==> src/rtl/layer1_sequencer_if.sv <==
// Bundle between the layer-1 sequencer and its memories, neuron and result consumer.
// Result stream: a beat transfers on a cycle where res_valid and res_ready are both high;
// once raised, res_valid, res_data and res_index hold until that transfer.
interface layer1_sequencer_if #(
  parameter int PIX_AW = 10,
  parameter int W_AW   = 15,
  parameter int NRN_W  = 5
);
  logic              start;
  logic              busy;
  logic              done;
  logic [PIX_AW-1:0] pix_addr;
  logic [31:0]       pix_data;
  logic [W_AW-1:0]   w_addr;
  logic [31:0]       w_data;
  logic [NRN_W-1:0]  b_addr;
  logic [31:0]       b_data;
  logic              n_bias_load;
  logic              n_valid;
  logic [31:0]       n_value;
  logic [31:0]       n_weight;
  logic [31:0]       n_relu;
  logic              res_valid;
  logic              res_ready;
  logic [31:0]       res_data;
  logic [NRN_W-1:0]  res_index;

  modport master (
    input  start, pix_data, w_data, b_data, n_relu, res_ready,
    output busy, done, pix_addr, w_addr, b_addr, n_bias_load, n_valid,
           n_value, n_weight, res_valid, res_data, res_index
  );

  modport slave (
    output start, pix_data, w_data, b_data, n_relu, res_ready,
    input  busy, done, pix_addr, w_addr, b_addr, n_bias_load, n_valid,
           n_value, n_weight, res_valid, res_data, res_index
  );
endinterface

==> src/rtl/layer1_sequencer.sv <==
// Walks every hidden neuron of one image: bias load, N_INPUTS MAC beats, pipeline drain,
// then presents the ReLU result on the valid/ready stream.
module layer1_sequencer #(
  parameter int N_INPUTS  = 784,
  parameter int N_NEURONS = 32,
  parameter int PIX_AW    = 10,
  parameter int W_AW      = 15,
  parameter int NRN_W     = 5
) (
  input  logic                 clk,
  input  logic                 rst,
  layer1_sequencer_if.master   bus,
  output logic [2:0]           o_dbg_state
);

  typedef enum logic [2:0] {
    S_IDLE, S_BIAS_RD, S_BIAS_LD, S_MAC, S_LAST, S_DRAIN, S_CAPTURE, S_OUT
  } state_t;

  localparam logic [PIX_AW-1:0] LAST_I = PIX_AW'(N_INPUTS - 1);
  localparam logic [NRN_W-1:0]  LAST_K = NRN_W'(N_NEURONS - 1);

  state_t            r_state;
  logic [NRN_W-1:0]  r_k;
  logic [PIX_AW-1:0] r_pix_addr;
  logic [W_AW-1:0]   r_w_addr;
  logic              r_busy;
  logic              r_done;
  logic              r_bias_load;
  logic              r_n_valid;
  logic              r_res_valid;
  logic [31:0]       r_res_data;
  logic [NRN_W-1:0]  r_res_index;
  logic              w_handshake;

  assign w_handshake = (r_state == S_OUT) && r_res_valid && bus.res_ready;

  // The address registers double as the input index i and the running weight pointer wp,
  // so wp simply keeps counting across neurons without any multiply.
  always_ff @(posedge clk or posedge rst) begin
    if (rst) begin
      r_state     <= S_IDLE;
      r_k         <= '0;
      r_pix_addr  <= '0;
      r_w_addr    <= '0;
      r_busy      <= 1'b0;
      r_done      <= 1'b0;
      r_bias_load <= 1'b0;
      r_n_valid   <= 1'b0;
      r_res_valid <= 1'b0;
      r_res_data  <= '0;
      r_res_index <= '0;
    end else begin
      r_done      <= 1'b0;
      r_bias_load <= 1'b0;
      r_n_valid   <= 1'b0;
      case (r_state)
        S_IDLE: begin
          if (bus.start) begin
            r_k        <= '0;
            r_pix_addr <= '0;
            r_w_addr   <= '0;
            r_busy     <= 1'b1;
            r_state    <= S_BIAS_RD;
          end
        end
        S_BIAS_RD: begin
          r_bias_load <= 1'b1;
          r_state     <= S_BIAS_LD;
        end
        S_BIAS_LD: r_state <= S_MAC;
        S_MAC: begin
          r_n_valid <= 1'b1;
          r_w_addr  <= r_w_addr + 1'b1;
          if (r_pix_addr == LAST_I) begin
            r_pix_addr <= '0;
            r_state    <= S_LAST;
          end else begin
            r_pix_addr <= r_pix_addr + 1'b1;
          end
        end
        S_LAST:  r_state <= S_DRAIN;
        // No bias load here: the neuron is still accumulating the final product.
        S_DRAIN: r_state <= S_CAPTURE;
        S_CAPTURE: begin
          r_res_data  <= bus.n_relu;
          r_res_index <= r_k;
          r_res_valid <= 1'b1;
          r_state     <= S_OUT;
        end
        S_OUT: begin
          if (w_handshake) begin
            r_res_valid <= 1'b0;
            if (r_k == LAST_K) begin
              r_done  <= 1'b1;
              r_busy  <= 1'b0;
              r_state <= S_IDLE;
            end else begin
              r_k     <= r_k + 1'b1;
              r_state <= S_BIAS_RD;
            end
          end
        end
        default: r_state <= S_IDLE;
      endcase
    end
  end

  assign bus.busy        = r_busy;
  assign bus.done        = r_done;
  assign bus.pix_addr    = r_pix_addr;
  assign bus.w_addr      = r_w_addr;
  assign bus.b_addr      = r_k;
  assign bus.n_bias_load = r_bias_load;
  assign bus.n_valid     = r_n_valid;
  assign bus.n_value     = r_bias_load ? bus.b_data : bus.pix_data;
  assign bus.n_weight    = bus.w_data;
  assign bus.res_valid   = r_res_valid;
  assign bus.res_data    = r_res_data;
  assign bus.res_index   = r_res_index;
  assign o_dbg_state     = r_state;

endmodule

==> src/flat_wrapper.sv <==
// flat-port wrapper written by rule: the top's interface ports become plain ports
module layer1_sequencer_flat 
#(
  parameter int N_INPUTS  = 784,
  parameter int N_NEURONS = 32,
  parameter int PIX_AW    = 10,
  parameter int W_AW      = 15,
  parameter int NRN_W     = 5
)
  (clk, rst, o_dbg_state, bus_start, bus_pix_data, bus_w_data, bus_b_data, bus_n_relu, bus_res_ready, bus_busy, bus_done, bus_pix_addr, bus_w_addr, bus_b_addr, bus_n_bias_load, bus_n_valid, bus_n_value, bus_n_weight, bus_res_valid, bus_res_data, bus_res_index);
  layer1_sequencer_if #(.PIX_AW(PIX_AW), .W_AW(W_AW), .NRN_W(NRN_W)) bus_i ();
  input  logic clk;
  input  logic rst;
  output logic [2:0] o_dbg_state;
  input wire logic [$bits(bus_i.start)-1:0] bus_start;
  input wire logic [$bits(bus_i.pix_data)-1:0] bus_pix_data;
  input wire logic [$bits(bus_i.w_data)-1:0] bus_w_data;
  input wire logic [$bits(bus_i.b_data)-1:0] bus_b_data;
  input wire logic [$bits(bus_i.n_relu)-1:0] bus_n_relu;
  input wire logic [$bits(bus_i.res_ready)-1:0] bus_res_ready;
  output wire logic [$bits(bus_i.busy)-1:0] bus_busy;
  output wire logic [$bits(bus_i.done)-1:0] bus_done;
  output wire logic [$bits(bus_i.pix_addr)-1:0] bus_pix_addr;
  output wire logic [$bits(bus_i.w_addr)-1:0] bus_w_addr;
  output wire logic [$bits(bus_i.b_addr)-1:0] bus_b_addr;
  output wire logic [$bits(bus_i.n_bias_load)-1:0] bus_n_bias_load;
  output wire logic [$bits(bus_i.n_valid)-1:0] bus_n_valid;
  output wire logic [$bits(bus_i.n_value)-1:0] bus_n_value;
  output wire logic [$bits(bus_i.n_weight)-1:0] bus_n_weight;
  output wire logic [$bits(bus_i.res_valid)-1:0] bus_res_valid;
  output wire logic [$bits(bus_i.res_data)-1:0] bus_res_data;
  output wire logic [$bits(bus_i.res_index)-1:0] bus_res_index;
  assign bus_i.start = bus_start;
  assign bus_i.pix_data = bus_pix_data;
  assign bus_i.w_data = bus_w_data;
  assign bus_i.b_data = bus_b_data;
  assign bus_i.n_relu = bus_n_relu;
  assign bus_i.res_ready = bus_res_ready;
  assign bus_busy = bus_i.busy;
  assign bus_done = bus_i.done;
  assign bus_pix_addr = bus_i.pix_addr;
  assign bus_w_addr = bus_i.w_addr;
  assign bus_b_addr = bus_i.b_addr;
  assign bus_n_bias_load = bus_i.n_bias_load;
  assign bus_n_valid = bus_i.n_valid;
  assign bus_n_value = bus_i.n_value;
  assign bus_n_weight = bus_i.n_weight;
  assign bus_res_valid = bus_i.res_valid;
  assign bus_res_data = bus_i.res_data;
  assign bus_res_index = bus_i.res_index;
  layer1_sequencer #(.N_INPUTS(N_INPUTS), .N_NEURONS(N_NEURONS), .PIX_AW(PIX_AW), .W_AW(W_AW), .NRN_W(NRN_W)) u_core (.clk(clk), .rst(rst), .bus(bus_i), .o_dbg_state(o_dbg_state));
endmodule
==> config.mk <==
export PLATFORM = sky130hd
export DESIGN_NAME = layer1_sequencer_flat
export DESIGN_NICKNAME = d
export VERILOG_FILES = /design/src/rtl/layer1_sequencer_if.sv /design/src/rtl/layer1_sequencer.sv /design/src/flat_wrapper.sv
export SDC_FILE = /design/constraint.sdc
export NUM_CORES = 1
export LEC_CHECK = 0
export ABC_CLOCK_PERIOD_IN_PS = 3250
export CORE_MARGIN = 2
export CORE_UTILIZATION = 36
export CTS_CLUSTER_SIZE = 8
export DETAILED_ROUTE_END_ITERATION = 12
export PLACE_DENSITY = 0.82
export SLEW_MARGIN = 20
export SYNTH_ARGS = -nofsm -noshare
export SYNTH_HDL_FRONTEND = slang
export SYNTH_SLANG_ARGS = --single-unit
==> constraint.sdc <==
create_clock -name clk -period 3.25 [get_ports clk]
set_input_delay 0.4875 -clock clk [delete_from_list [all_inputs] [get_ports clk]]
set_output_delay 0.4875 -clock clk [all_outputs]
set_load 0.005 [all_outputs]
==> reports/metrics.cfg, run 1 <==
[outcome]
status = finished clean

[synthesis]
yosys-top-cells-area = dfrtp_1 (48%), mux2_2 (20%), buf_4 (6.1%), nand2_1 (3.1%), nand3_1 (2.4%)
synth_fp_nets = 487
synthCells = 351
yosysUniqueCellTypes = 44
ys_seq_area_frac = 0.479
async_flop_share = 1.00
synth-seq-cells = 75
yosys.cell_count.top_type = dfrtp_1
synth_top_area_frac = 0.479
syn-cell-area_um2 = 3920
syn_area_per_cell_um2 = 11.2
synth_top_flop_cell = dfrtp_1
yosys_warnings = 0
synth_top_cell_by_area = dfrtp_1
synth_edf_count = 0
synthTopCellsByCount = dfrtp_1 (75), mux2_2 (70), buf_4 (32), nand2_1 (32), nand3_1 (19)

[clock_network]
clockBufferDepth = 2
numCtsBuffers = 9
postCtsSetupBuffers = 0
cts_tree = built
clk_latency_ns = 0.36
cts_sinks = 75
hold_buffers = 0
worst_setup_hold_path_clk_slew_ns = 0.08
clk_root_buffer_cell = clkbuf_8
ctsResizeCount = 0
cts-htree-levels = 3

[route]
antenna_left = 0
vias = 3362
wire_per_inst_um = 18.5
vias_per_cell = 5.06
drt_first_pass_iters = 4
drc_errors = 0
finalWirelength_mm = 12.3
drt_iter0_markers = 143

[setup_path]
worstPathArrival_ns = 2.19
path_max_fanout = 23
ff2ff_path_depth = 3
worstSetupPathType = flop to primary output
r2r-start = u_core.o_dbg_state[0]
reg2reg_setup_slack_ns = 0.86
slowest_stage = dfrtp_1
startpoint_type = flop
reg2reg_to = u_core.bus.pix_addr[0]
cp_data_required_time_ns = 2.76
path_cells = buf_4 -> mux2_2 -> clkdlybuf4s50_1
cpPeakStageDelay_ns = 0.61
end_kind = primary output

[placement]
hpwl_mm = 9.70
io_buffers = 206
place_inst = 649
gp_congestion = 0.904

[power]
p_per_area_nw_per_um2 = 732
power_w = 0.00441
max-vdd-ir-drop_v = 0.000404
leakage_nw = 2.49

[global_routing]
overflow = 0
grt_pass1_vias = 3274
antenna_found_initial = 0
grt_pass1_wl_mm = 17.7
grt_use_total = 0.200
grt_start_max_net_pins = 44

[min_path]
hold_path.class = flop to flop
worstHoldStart = u_core.bus.w_addr[14]
hold_depth = 1
holdPathEnd = u_core.bus.w_addr[14]

[die]
dieArea_um2 = 11700
rows = 38
die_w_um = 108
core_area_um2 = 10700
initial_core_util = 0.365
io_pins = 271
fp.dieH_um = 108

[sta]
relSlewSlack = 0.412
rsz0062_at_grt = false
worst_pin_slew_ns = 0.882
setup_violations = 0
slew_violations = 0
period_share = 0.823
setup_tns_ns = 0
fmax_ghz = 0.374
skew_ns = 0.0118
min_period_ns = 2.67
hold_viol = 0

[finish]
fin_util = 0.561
final_cells = 665
syn_to_final_growth_pct = 53.9
num_antenna_cells = 0
nNetsFinal = 656
drive_gt1_frac = 0.179

[run]
drv_cap = 0

stage by stage:
step           worst slack, ns  instance area, um2  hold WS [ns]
2_1_floorplan            0.853                3920         0.469
3_3_place_gp             0.552                5830         0.481
3_5_place_dp             0.509                5830         0.483
4_1_cts                  0.549                6030         0.495
5_1_grt                  0.470                6030         0.523
6_report                 0.575                6030         0.492
state kept, by name, indices dropped and copies added (netlist names):
register	cells
u_core.bus.res_data	32
u_core.bus.w_addr	15
u_core.bus.pix_addr	10
u_core.bus.b_addr	5
u_core.bus.res_index	5
u_core.o_dbg_state	3
u_core.bus.busy	1
u_core.bus.done	1
u_core.bus.n_bias_load	1
u_core.bus.n_valid	1
u_core.bus.res_valid	1
worst max-delay path by stage:
stage	startpoint	to	cells after the start
floorplan	rst	u_core.bus.b_addr[0]	1
global placement	bus_start	u_core.bus.pix_addr[0]	4
detailed placement	bus_start	u_core.bus.pix_addr[7]	4
CTS	u_core.bus.n_bias_load	bus_n_value[0]	3
global route	u_core.bus.n_bias_load	bus_n_value[0]	3
finish	u_core.bus.n_bias_load	bus_n_value[8]	3
where the power goes:
group          internal, W  switching (W)
Clock             0.000360       0.000374
Combinational      0.00132       0.000732
Sequential         0.00129       0.000345
Total              0.00296        0.00145
critical path, delay by kind of cell, from the launching register on:
family / cells / cell delay, ns
buf+inv: 2 / 0.83
flops: 1 / 0.61
mux: 1 / 0.40
cell usage in the layout, fill, tap and decap left out, drive strengths merged, types with 2 or more instances in the layout:
master,netlist,layout
dfrtp,75,75
a21oi,8,8
clkdlybuf4s50,0,206
nor3,5,5
o21ai,17,17
o211ai,4,4
nand4,6,6
and3,7,7
or3,4,4
a21o,2,2
mux2,70,70
buf,42,3
and4,2,2
nor4,2,2
nand2,32,32
clkbuf,9,9
mux2i,4,4
or4,3,3
nor2,11,11
inv,4,5
o41ai,3,3
clkinv,0,4
nand3,19,19
ha,4,4
o311ai,2,2
o31ai,2,2
layout make-up:
type	count	area, um2
clock inverter	7	77.6
inverter	4	15.0
tap	140	175
sequential	75	1880
fill	955	4710
multi-input combinational	221	1670
timing repair buffer	209	2100
clock buffer	9	124
kinds of logic after synthesis:
group | after synthesis | share of synthesized area
AND/OR/NAND/NOR | 98 | 0.127
flip-flops | 75 | 0.479
multiplexers | 74 | 0.211
buffers and inverters | 55 | 0.0961
AO/OA/AOI/OAI | 45 | 0.0738
adder cells (fa/ha/maj) | 4 | 0.0128
per-layer routing:
layer / up-vias / track usage / share of wire
met4: 0 / 0.0440 / 0.013
met5: - / 0 / 0
li1: 1571 / - / -
met3: 14 / 0.0633 / 0.077
met1: 1636 / 0.226 / 0.38
met2: 141 / 0.367 / 0.53
Power figures use the tool's default switching activity.
==> run 2: changes to the inputs <==
--- a/config.mk
+++ b/config.mk
@@ -5,12 +5,12 @@
 export SDC_FILE = /design/constraint.sdc
 export NUM_CORES = 1
 export LEC_CHECK = 0
-export ABC_CLOCK_PERIOD_IN_PS = 3250
+export ABC_CLOCK_PERIOD_IN_PS = 2300
 export CORE_MARGIN = 2
-export CORE_UTILIZATION = 36
+export CORE_UTILIZATION = 32
 export CTS_CLUSTER_SIZE = 8
 export DETAILED_ROUTE_END_ITERATION = 12
-export PLACE_DENSITY = 0.82
+export PLACE_DENSITY = 0.77
 export SLEW_MARGIN = 20
 export SYNTH_ARGS = -nofsm -noshare
 export SYNTH_HDL_FRONTEND = slang
==> constraint.sdc (replaced) <==
create_clock -name clk -period 2.3 [get_ports clk]
set_input_delay 0.345 -clock clk [delete_from_list [all_inputs] [get_ports clk]]
set_output_delay 0.345 -clock clk [all_outputs]
set_load 0.005 [all_outputs]
==> reports/metrics.cfg, run 2 (synthesis gave the netlist of run 1 again) <==
[clock_network]
cts_tree = built
clockBufferDepth = 2  ; unchanged
worst_setup_hold_path_clk_slew_ns = 0.06  ; -0.02 ns
cts_sinks = 75  ; unchanged
cts-htree-levels = 3  ; unchanged
numCtsBuffers = 9  ; unchanged
ctsResizeCount = 0  ; unchanged
hold_buffers = 0  ; unchanged
clk_root_buffer_cell = clkbuf_16
postCtsSetupBuffers = 0  ; unchanged
clk_latency_ns = 0.32  ; -0.04 ns

[sta]
min_period_ns = 2.17
rsz0062_at_grt = false
hold_viol = 0  ; unchanged
worst_pin_slew_ns = 0.739  ; -0.143 ns
timing.hold.ws_ns = 0.439  ; -0.0527 ns
fmax_ghz = 0.461
relSlewSlack = 0.501  ; +0.0889
period_share = 0.942
setup_violations = 0  ; unchanged
skew_ns = 0.00574  ; -0.00605 ns
setup_tns_ns = 0  ; unchanged
slew_violations = 0  ; unchanged

[setup_path]
worstSetupPathType = flop to primary output
worstPathArrival_ns = 1.82  ; -0.37 ns
ff2ff_path_depth = 6  ; +3
cp_data_required_time_ns = 1.96  ; -0.80 ns
path_max_fanout = 33  ; +43%
startpoint_type = flop
end_kind = primary output

[global_routing]
grt_use_total = 0.187  ; -0.0129
antenna_found_initial = 0  ; unchanged
grt_pass1_vias = 3478  ; +6.2%
overflow = 0  ; unchanged
grt_start_max_net_pins = 43  ; -2.3%
grt_pass1_wl_mm = 19.0  ; +7.4%

[die]
fp.dieH_um = 115  ; +5.8%
initial_core_util = 0.328  ; -0.0371
die_w_um = 115  ; +5.8%
rows = 40  ; +5.3%
dieArea_um2 = 13100  ; +12%
core_area_um2 = 12000  ; +11%
io_pins = 271  ; unchanged

[route]
drt_first_pass_iters = 4  ; unchanged
finalWirelength_mm = 12.3  ; -0.28%
drt_iter0_markers = 97  ; -32%
wire_per_inst_um = 18.0  ; -2.8%
antenna_left = 0  ; unchanged
drc_errors = 0  ; unchanged
vias = 3389  ; +0.80%
vias_per_cell = 4.97  ; -1.7%

[finish]
largest_reg_flops = 32  ; unchanged
drive_gt1_frac = 0.193  ; +0.0135
final_common_cell = clkdlybuf4s50_1
nNetsFinal = 667  ; +1.7%
num_antenna_cells = 0  ; unchanged
final_cell_mix = clkdlybuf4s50_1 (206), dfrtp_1 (75), mux2_2 (70)
syn_to_final_growth_pct = 58.3
final_cells = 682  ; +2.6%

[placement]
place_inst = 667  ; +2.8%
io_buffers = 206  ; unchanged
hpwl_mm = 9.57  ; -1.4%
gp_congestion = 0.906  ; +0.22%

[power]
leakage_nw = 2.58  ; +3.5%
p_per_area_nw_per_um2 = 1070  ; +47%
power_w = 0.00666  ; +51%
max-vdd-ir-drop_v = 0.000617  ; +53%

[run]
drv_cap = 0  ; unchanged

[outcome]
status = finished clean

[min_path]
hold_path.class = input pin to asynchronous set/reset pin

[run 2: cell count changes in the layout (fill, tap and decap cells not counted), sizes merged]
cell      change
clkinv        -2
inv           -1
clkbuf        +1
buf          +11
clkinvlp      +1
[run 2: report_power, final]
part / switching, W / internal [W]
logic: 0.00112 / 0.00194
clock network: 0.000507 / 0.000830
registers: 0.000445 / 0.00183
total: 0.00207 / 0.00459
[run 2: metal layers]
layer,wire length (um),GRT usage,up-vias
met2,6000,0.306,123
li1,-,-,1599
met5,0,0,-
met4,137,0.0528,0
met1,5370,0.248,1636
met3,784,0.0429,31
[run 2: area by class of cell]
| cell class | count | area [um2] |
|---|---|---|
| clock buffers | 10 | 229 |
| clock inverters | 5 | 55.1 |
| fillers | 1087 | 5760 |
| inverters | 4 | 15.0 |
| multi-input cells | 221 | 1670 |
| flip-flops and latches | 75 | 1880 |
| well taps | 147 | 184 |
| repair buffers | 220 | 2180 |
[run 2: worst max-delay path, cell delays in order (launching register included)]
cell and delay (ns):
dfrtp_1 0.37, buf_12 0.20, mux2_2 0.35, clkdlybuf4s50_1 0.56
[run 2: path summary, 6_finish.rpt]
kind	from	endpoint	slack, ns
worst max-delay path	u_core.bus.n_bias_load	bus_n_value[10]	0.13
worst min-delay path	rst	u_core.bus.res_data[21]	0.44
worst max register to register	u_core.o_dbg_state[0]	u_core.bus.pix_addr[3]	0.18
worst min register to register	u_core.bus.w_addr[14]	u_core.bus.w_addr[14]	0.48
max in group asynchronous	rst	u_core.bus.w_addr[0]	1.44
min in group clk	u_core.bus.w_addr[14]	u_core.bus.w_addr[14]	0.48
[run 2: metrics by stage]
step	setup slack, ns	util	cell area (um2)
detailed placement	0.100	0.495	5920
global placement	0.113	0.495	5920
finish	0.133	0.519	6200
floorplan	0.0450	-	3920
global route	0.00106	0.519	6200
CTS	0.145	0.519	6200
